--- src/rtl/disp_sel_ctrl.sv ---
// rtl/disp_sel_ctrl.sv - LCD goods cursor/selection tracker with blink and coin-flash highlight strobes
module disp_sel_ctrl #(
    parameter int H_ACTIVE     = 800,
    parameter int V_ACTIVE     = 480,
    parameter int N_GOODS      = 12,
    parameter int BLINK_FRAMES = 30,
    parameter int FLASH_FRAMES = 20
) (
    input  logic        clk,
    input  logic        rstn,
    input  logic [10:0] pixel_xpos,
    input  logic [10:0] pixel_ypos,
    input  logic [5:0]  pix_area,
    input  logic        key_left,
    input  logic        key_right,
    input  logic        key_ok,
    input  logic        key_cancel,
    input  logic [2:0]  coin_pulse,
    input  logic        vend_busy,
    output logic [3:0]  cursor,
    output logic        sel_valid,
    output logic [3:0]  sel_idx,
    output logic        frame_tick,
    output logic        hl_block,
    output logic        hl_price,
    output logic        hl_coin
);

    localparam int BW = $clog2(BLINK_FRAMES);
    localparam int FW = $clog2(FLASH_FRAMES + 1);

    typedef enum logic [1:0] {BROWSE, CONFIRM, LOCKED} state_t;

    state_t         state_q, state_d;
    logic [3:0]     cursor_q, cursor_d;
    logic [3:0]     sel_idx_q, sel_idx_d;
    logic           match_q, match_d;
    logic           frame_tick_q, frame_tick_d;
    logic [BW-1:0]  blink_cnt_q, blink_cnt_d;
    logic           blink_on_q, blink_on_d;
    logic [FW-1:0]  flash_q [3];
    logic [FW-1:0]  flash_d [3];
    logic           hl_block_q, hl_block_d;
    logic           hl_price_q, hl_price_d;
    logic           hl_coin_q, hl_coin_d;
    logic           moved;
    logic           mv_r, mv_l;

    always_comb begin
        state_d      = state_q;
        cursor_d     = cursor_q;
        sel_idx_d    = sel_idx_q;
        blink_cnt_d  = blink_cnt_q;
        blink_on_d   = blink_on_q;
        flash_d      = flash_q;
        moved        = 1'b0;
        hl_coin_d    = 1'b0;
        mv_r         = key_right & ~key_left;
        mv_l         = key_left & ~key_right;

        match_d      = (pixel_xpos == 11'(H_ACTIVE - 1)) && (pixel_ypos == 11'(V_ACTIVE - 1));
        frame_tick_d = match_d & ~match_q;

        // ok outranks a same-cycle move so the selection uses the pre-move cursor
        case (state_q)
            BROWSE: begin
                if (key_ok) begin
                    state_d   = CONFIRM;
                    sel_idx_d = cursor_q;
                end else if (mv_r) begin
                    cursor_d = (cursor_q == 4'(N_GOODS - 1)) ? 4'd0 : cursor_q + 4'd1;
                    moved    = 1'b1;
                end else if (mv_l) begin
                    cursor_d = (cursor_q == 4'd0) ? 4'(N_GOODS - 1) : cursor_q - 4'd1;
                    moved    = 1'b1;
                end
            end
            CONFIRM: begin
                if (key_cancel)     state_d = BROWSE;
                else if (vend_busy) state_d = LOCKED;
            end
            LOCKED: begin
                if (!vend_busy) state_d = BROWSE;
            end
            default: state_d = BROWSE;
        endcase

        if (moved) begin
            blink_cnt_d = '0;
            blink_on_d  = 1'b1;
        end else if (frame_tick_q) begin
            if (blink_cnt_q == BW'(BLINK_FRAMES - 1)) begin
                blink_cnt_d = '0;
                blink_on_d  = ~blink_on_q;
            end else begin
                blink_cnt_d = blink_cnt_q + BW'(1);
            end
        end

        for (int i = 0; i < 3; i++) begin
            if (coin_pulse[i])
                flash_d[i] = FW'(FLASH_FRAMES);
            else if (frame_tick_q && flash_q[i] != '0)
                flash_d[i] = flash_q[i] - FW'(1);
            if (pix_area == 6'(45 + i) && flash_q[i] != '0)
                hl_coin_d = 1'b1;
        end

        hl_block_d = (pix_area == 6'd25 + {2'b00, cursor_q}) && (blink_on_q || state_q != BROWSE);
        hl_price_d = (state_q != BROWSE) && (pix_area == 6'd1 + {2'b00, sel_idx_q});
    end

    // match_q resets high so a coordinate held through reset needs a fresh match
    always_ff @(posedge clk or negedge rstn) begin
        if (!rstn) begin
            state_q      <= BROWSE;
            cursor_q     <= '0;
            sel_idx_q    <= '0;
            match_q      <= 1'b1;
            frame_tick_q <= 1'b0;
            blink_cnt_q  <= '0;
            blink_on_q   <= 1'b1;
            flash_q      <= '{default: '0};
            hl_block_q   <= 1'b0;
            hl_price_q   <= 1'b0;
            hl_coin_q    <= 1'b0;
        end else begin
            state_q      <= state_d;
            cursor_q     <= cursor_d;
            sel_idx_q    <= sel_idx_d;
            match_q      <= match_d;
            frame_tick_q <= frame_tick_d;
            blink_cnt_q  <= blink_cnt_d;
            blink_on_q   <= blink_on_d;
            flash_q      <= flash_d;
            hl_block_q   <= hl_block_d;
            hl_price_q   <= hl_price_d;
            hl_coin_q    <= hl_coin_d;
        end
    end

    assign cursor     = cursor_q;
    assign sel_valid  = (state_q != BROWSE);
    assign sel_idx    = sel_idx_q;
    assign frame_tick = frame_tick_q;
    assign hl_block   = hl_block_q;
    assign hl_price   = hl_price_q;
    assign hl_coin    = hl_coin_q;

endmodule

--- config.mk ---
export PLATFORM = sky130hd
export DESIGN_NAME = disp_sel_ctrl
export DESIGN_NICKNAME = d
export VERILOG_FILES = /design/src/rtl/disp_sel_ctrl.sv
export SDC_FILE = /design/constraint.sdc
export NUM_CORES = 1
export LEC_CHECK = 0
export BUFFER_PORTS_ARGS = -buffer_cell sky130_fd_sc_hd__buf_2
export CAP_MARGIN = 5
export CORE_ASPECT_RATIO = 0.6
export CORE_UTILIZATION = 40
export DETAILED_ROUTE_END_ITERATION = 8
export HOLD_SLACK_MARGIN = 0.03
export PLACE_DENSITY_LB_ADDON = 0.15
export SYNTH_ARGS = -nofsm -noshare
export SYNTH_HDL_FRONTEND = slang
export SYNTH_SLANG_ARGS = --single-unit
--- constraint.sdc ---
create_clock -name clk -period 3.45 [get_ports clk]
set_clock_uncertainty 0.05 [all_clocks]
set_input_delay 0.1725 -clock clk [delete_from_list [all_inputs] [get_ports clk]]
set_output_delay 0.1725 -clock clk [all_outputs]
set_load 0.01 [all_outputs]
Yosys cells after proc, flatten, opt, wreduce, memory -nomap -nowiden --
Cells that the tools add are included.
Storage, ports and cells: word-level logic and storage cells 97, input bits 38, output and inout port bits 13, flip-flop bits (word level) 36
Cells by class: bitwise logic cells 8, multiplexer cells 28, eq/ne operators 14, add/sub/neg operators 8, reductions and logical operators 26
Operators by type and width (number):
- 5-bit two-way mux | 9
- 6-bit equality test (second input constant) | 3
- 4-bit two-way mux | 4
- 5-bit nonzero test | 3
- 5-bit by 1-bit subtractor with 5-bit output (second input constant) | 3
- 2-bit nonzero test | 7
- 11-bit by 10-bit equality test with 1-bit output (second input constant) | 1
- 11-bit by 9-bit equality test with 1-bit output (second input constant) | 1
- 1-bit two-way mux | 10
- 1-bit logical AND | 9
- 2-bit two-way mux | 4
- 5-bit by 4-bit adder with 6-bit output (first input constant) | 1
- 6-bit by 5-bit equality test with 1-bit output | 1
- 6-bit equality test | 1
- 2-bit one-hot mux with 3 select lines | 1
- 3-bit AND reduction | 2
- 1-bit by 4-bit adder with 5-bit output (first input constant) | 1
- 5-bit by 1-bit adder with 5-bit output (second input constant) | 1
- 5-bit equality test (second input constant) | 1
- 1-bit inverter | 5
- 4-bit by 1-bit adder with 4-bit output (second input constant) | 1
- 4-bit equality test (second input constant) | 1
- 4-bit logical NOT | 1
- 2-bit != test (second input constant) | 2
- other kinds (8) | 11

Depth between registers and ports, before layout --
word-level depth 8, depth in mapped cells 7, gate-level depth less buffers 6

Worst setup path before layout --
No wires, ideal clock.
kind register to register, start reg flash_q[0] (netlist bit), end reg flash_q[2] (netlist bit), path slack 1.708 ns, arrival 1.565 ns, required time 3.273 ns, stages on the path, launching flop included 7, setup time 0.127 ns, cell sequence dfrtp_1 -> inv_1 -> ha_1 -> or4b_4 -> a31oi_1 -> a31oi_1 -> or2_2
On the way: longest elaborated chain between the ends 3, elaborated cells between the ends (all ways) 6, classes of those cells add/sub (1); mux (2); reduce/logical (3)
Ends and longest elaborated chain:
- start, declared | line 41 | logic [FW-1:0] flash_q [3];
- start signal, assigned | line 135 | flash_q <= flash_d;
- 5-bit by 1-bit subtractor with 5-bit output or 5-bit nonzero test (tied branches) | line 104, 103
- 5-bit two-way mux or 1-bit logical AND (tied branches) | line 103 | else if (frame_tick_q && flash_q[i] != '0)
- 5-bit two-way mux or 2-bit nonzero test (tied branches)
Parallel ways exist; a longest one is shown, timed or not. The select of a mux whose other input is x is not followed. A chain may end at the register's enable or synchronous reset.

Final worst setup path --
Same ends and word-level chain as after synthesis.

==> results by group <==
Synth
  • Synth top area share: 0.404
  • Synth Area in XOR/XNOR: 0.0665
  • Post-synthesis register bit count: 36
  • Ys flop type: dfrtp_1
  • Adder-cell share of the synthesized area: 0.0535
  • Syn Nets: 266
  • Largest family of logic cells by synthesized area: simple AND/OR/NAND/NOR gates
  • Sequential fraction of the synthesis area: 0.429
  • Post-synth EDFFs: 0
  • Ys async rst share: 1.00
  • Mapped cell area: 2110 sq um
  • Synth Area in Compound Gates: 0.138
  • Largest area contributor in the netlist: dfrtp_1
  • Cells after Synth: 219
  • Number of library cell types mapped by synthesis: 44
  • Mux share of post-synthesis cell area: 0.0362
  • Largest cells by area after synthesis: dfrtp_1 40%, ha_1 5.3%, nor2_1 4.6%
  • Mean Syn Cell Area: 9.62 sq um
  • Synth warn: 0
  • Simple-gate share of the synthesized area: 0.238

Die
  • Io pins: 51
  • Die width: 95.7 um
  • Cell Rows: 20
  • Die Ht: 58.2 um
  • Die area: 5570 sq um
  • Initial Util: 0.417
  • Core Area: 5050 sq um

Finish
  • N_diodes: 0
  • Core Util, Final: 0.499
  • Fill count: 485
  • Synthesis-to-finish area growth: 19.8%
  • Non-filler cells, final: 336
  • Most common cell after layout, fill and taps aside: buf_2
  • Most frequent cells in the layout: 50 x buf_2, 34 x dfrtp_1, 26 x nor2_1
  • Final-stage net count: 316
  • Share of cells above drive strength 1: 0.278

Pwr
  • Peak supply drop: 0.000303 V
  • Lkg Pwr: 1.10 nW
  • PwrDens: 530 nW/um^2

Timing
  • Period utilisation layout: 0.542
  • Final hold vios: 0
  • Fmax: 535 MHz
  • Final Max Slew Viols: 0
  • Final hold slack: 0.0447 ns
  • Fin Setup TNS: 0 ns
  • Setup-failing EPs final: 0
  • Min Tclk post-route: 1.87 ns
  • Worst-Margin Slew: 0.814 ns
  • Slew headroom: 0.458
  • RSZ-0062 raised after global routing: false

Global route
  • Initial antenna violation count: 0
  • Vias in the first global route: 1569
  • Largest net degree at the start of global routing: 37
  • First-pass GRT wire length: 7760 um
  • All-Layer GR Usage: 0.185
  • Gr ovfl total: 0

Setup path
  • FF-to-FF End: flash_q[2]
  • Flop-to-flop setup slack: 1.58 ns
  • CP Class: flip-flop to flip-flop
  • Critical Path RT: 3.57 ns
  • Worst-path fanout max: 4
  • Crit path DAT: 1.99 ns
  • Startpoint Class: flip-flop
  • Reg2Reg Depth: 6
  • Reg2reg start: flash_q[0]
  • Nature of the critical path endpoint: flip-flop

Routing
  • Via/cell ratio: 5.17
  • Total Wirelength: 4470 um
  • Drt first pass iters: 4
  • 1st-iter DRT viols: 81
  • Wire per inst: 13.3 um
  • Number of remaining DRC errors: 0
  • Via count: 1738
  • Antenna-violating nets left: 0

Placement
  • PortBufs: 50
  • Post-Place Cells: 327
  • Half-perimeter wire length after placement: 3300 um
  • GPL Wtd Cong: 0.809

Hold path
  • Type of the worst min-delay path: primary input to flip-flop
  • Hold Path Sink: flash_q[5]
  • Worst Hold Launch: coin_pulse[1]
  • Worst hold path depth: 2

Clocking
  • Worst-skew pair later-pin latency: 0.29 ns
  • PostCTS Resize Cnt: 0
  • Clock sinks: 36
  • Setup Fix Bufs, Post-CTS: 0
  • CTS Buf Count: 5
  • Reg clk slew, reported paths: 0.07 ns
  • CTS Buffer Depth: 2
  • H-tree depth: 2
  • CTS root buf: clkbuf_8
  • TritonCTS clock tree: done

Job
  • Maxcap violations: 0

Outcome
  • Status: completed
-- registers in the layout, indices dropped and copies added, names as in the netlist --
name	flops
match_q	1
blink_cnt_q	5
state_q	2
hl_block	1
flash_q	15
frame_tick	1
blink_on_q	1
sel_idx	4
hl_coin	1
cursor	4
hl_price	1
-- Yosys cell counts (2+ instances only) --
library cell	instances
dfrtp_1	34
nor2_1	26
inv_1	13
nand3_1	11
xor2_1	10
ha_1	9
a31oi_1	8
o21ai_0	8
a21oi_1	7
nand2_1	7
clkbuf_1	6
nand4b_1	6
xnor2_1	6
mux2_2	5
nor3_1	5
nand3b_1	4
nor2b_1	4
or2_2	4
a211oi_1	3
a21o_1	3
a41oi_1	3
and2_1	3
nand2b_1	3
nand4_1	3
or4b_4	3
a311oi_1	2
a32oi_1	2
and3_1	2
buf_2	2
dfstp_2	2
mux2i_1	2
-- cells by family after synthesis --
group / after synthesis
xor+xnor: 16
simple gates: 88
buf+inv: 21
flops: 36
fa+ha+maj: 9
compound gates: 42
mux: 7
-- layout make-up --
cell class / instances / area (sq um) / share of cell area
Multi-Input combinational cell: 162 / 1120 / 0.444
Clock inverter: 2 / 35.0 / 0.0139
Clock buffer: 6 / 72.6 / 0.0288
Inverter: 13 / 48.8 / 0.0193
Tap cell: 66 / 82.6 / 0.0327
Sequential cell: 36 / 903 / 0.358
Timing Repair Buffer: 51 / 260 / 0.103
-- per-stage QoR --
stage                     power, mW  worst slack (ns)  area (sq um)
after floorplan               0.829              1.71          2110
after global placement        0.972              1.61          2410
after detailed placement      0.973              1.57          2410
after CTS                      1.35              1.57          2520
after global routing           1.43              1.44          2520
final                          1.34              1.58          2520
-- repair_timing --
item,CTS,global route
setup endpoints to repair,0,0
endpoints found under the hold margin,34,0
hold buffers,1,0
-- critical path, cell delays in order, from the launching register on --
cell,delay (ns)
dfrtp_1,0.42
inv_1,0.07
ha_1,0.20
or4b_4,0.50
a31oi_1,0.18
a31oi_1,0.05
or2_2,0.29
-- worst max-delay path by stage --
stage | startpoint | endpoint | slack [ns]
2_1_floorplan | flash_q[0] | flash_q[2] | 1.71
3_3_place_gp | flash_q[0] | flash_q[2] | 1.61
3_5_place_dp | flash_q[0] | flash_q[2] | 1.57
4_1_cts | flash_q[0] | flash_q[2] | 1.57
5_1_grt | flash_q[5] | flash_q[7] | 1.44
6_report | flash_q[0] | flash_q[2] | 1.58
-- power by group --
group | switching [mW] | internal (mW) | leakage, nW
Combinational | 0.207 | 0.192 | 0.596
Clock | 0.157 | 0.215 | 0.0552
Sequential | 0.0947 | 0.471 | 0.449
-- routing by layer --
metal | global-route usage | part of all wire | vias to the layer above
met5 | 0 | 0 | -
met1 | 0.299 | 0.56 | 799
li1 | - | - | 884
met4 | 0.0384 | 0.0038 | 0
met3 | 0.0499 | 0.065 | 3
met2 | 0.241 | 0.37 | 52
No activity file was read; power rests on OpenSTA's default activity.
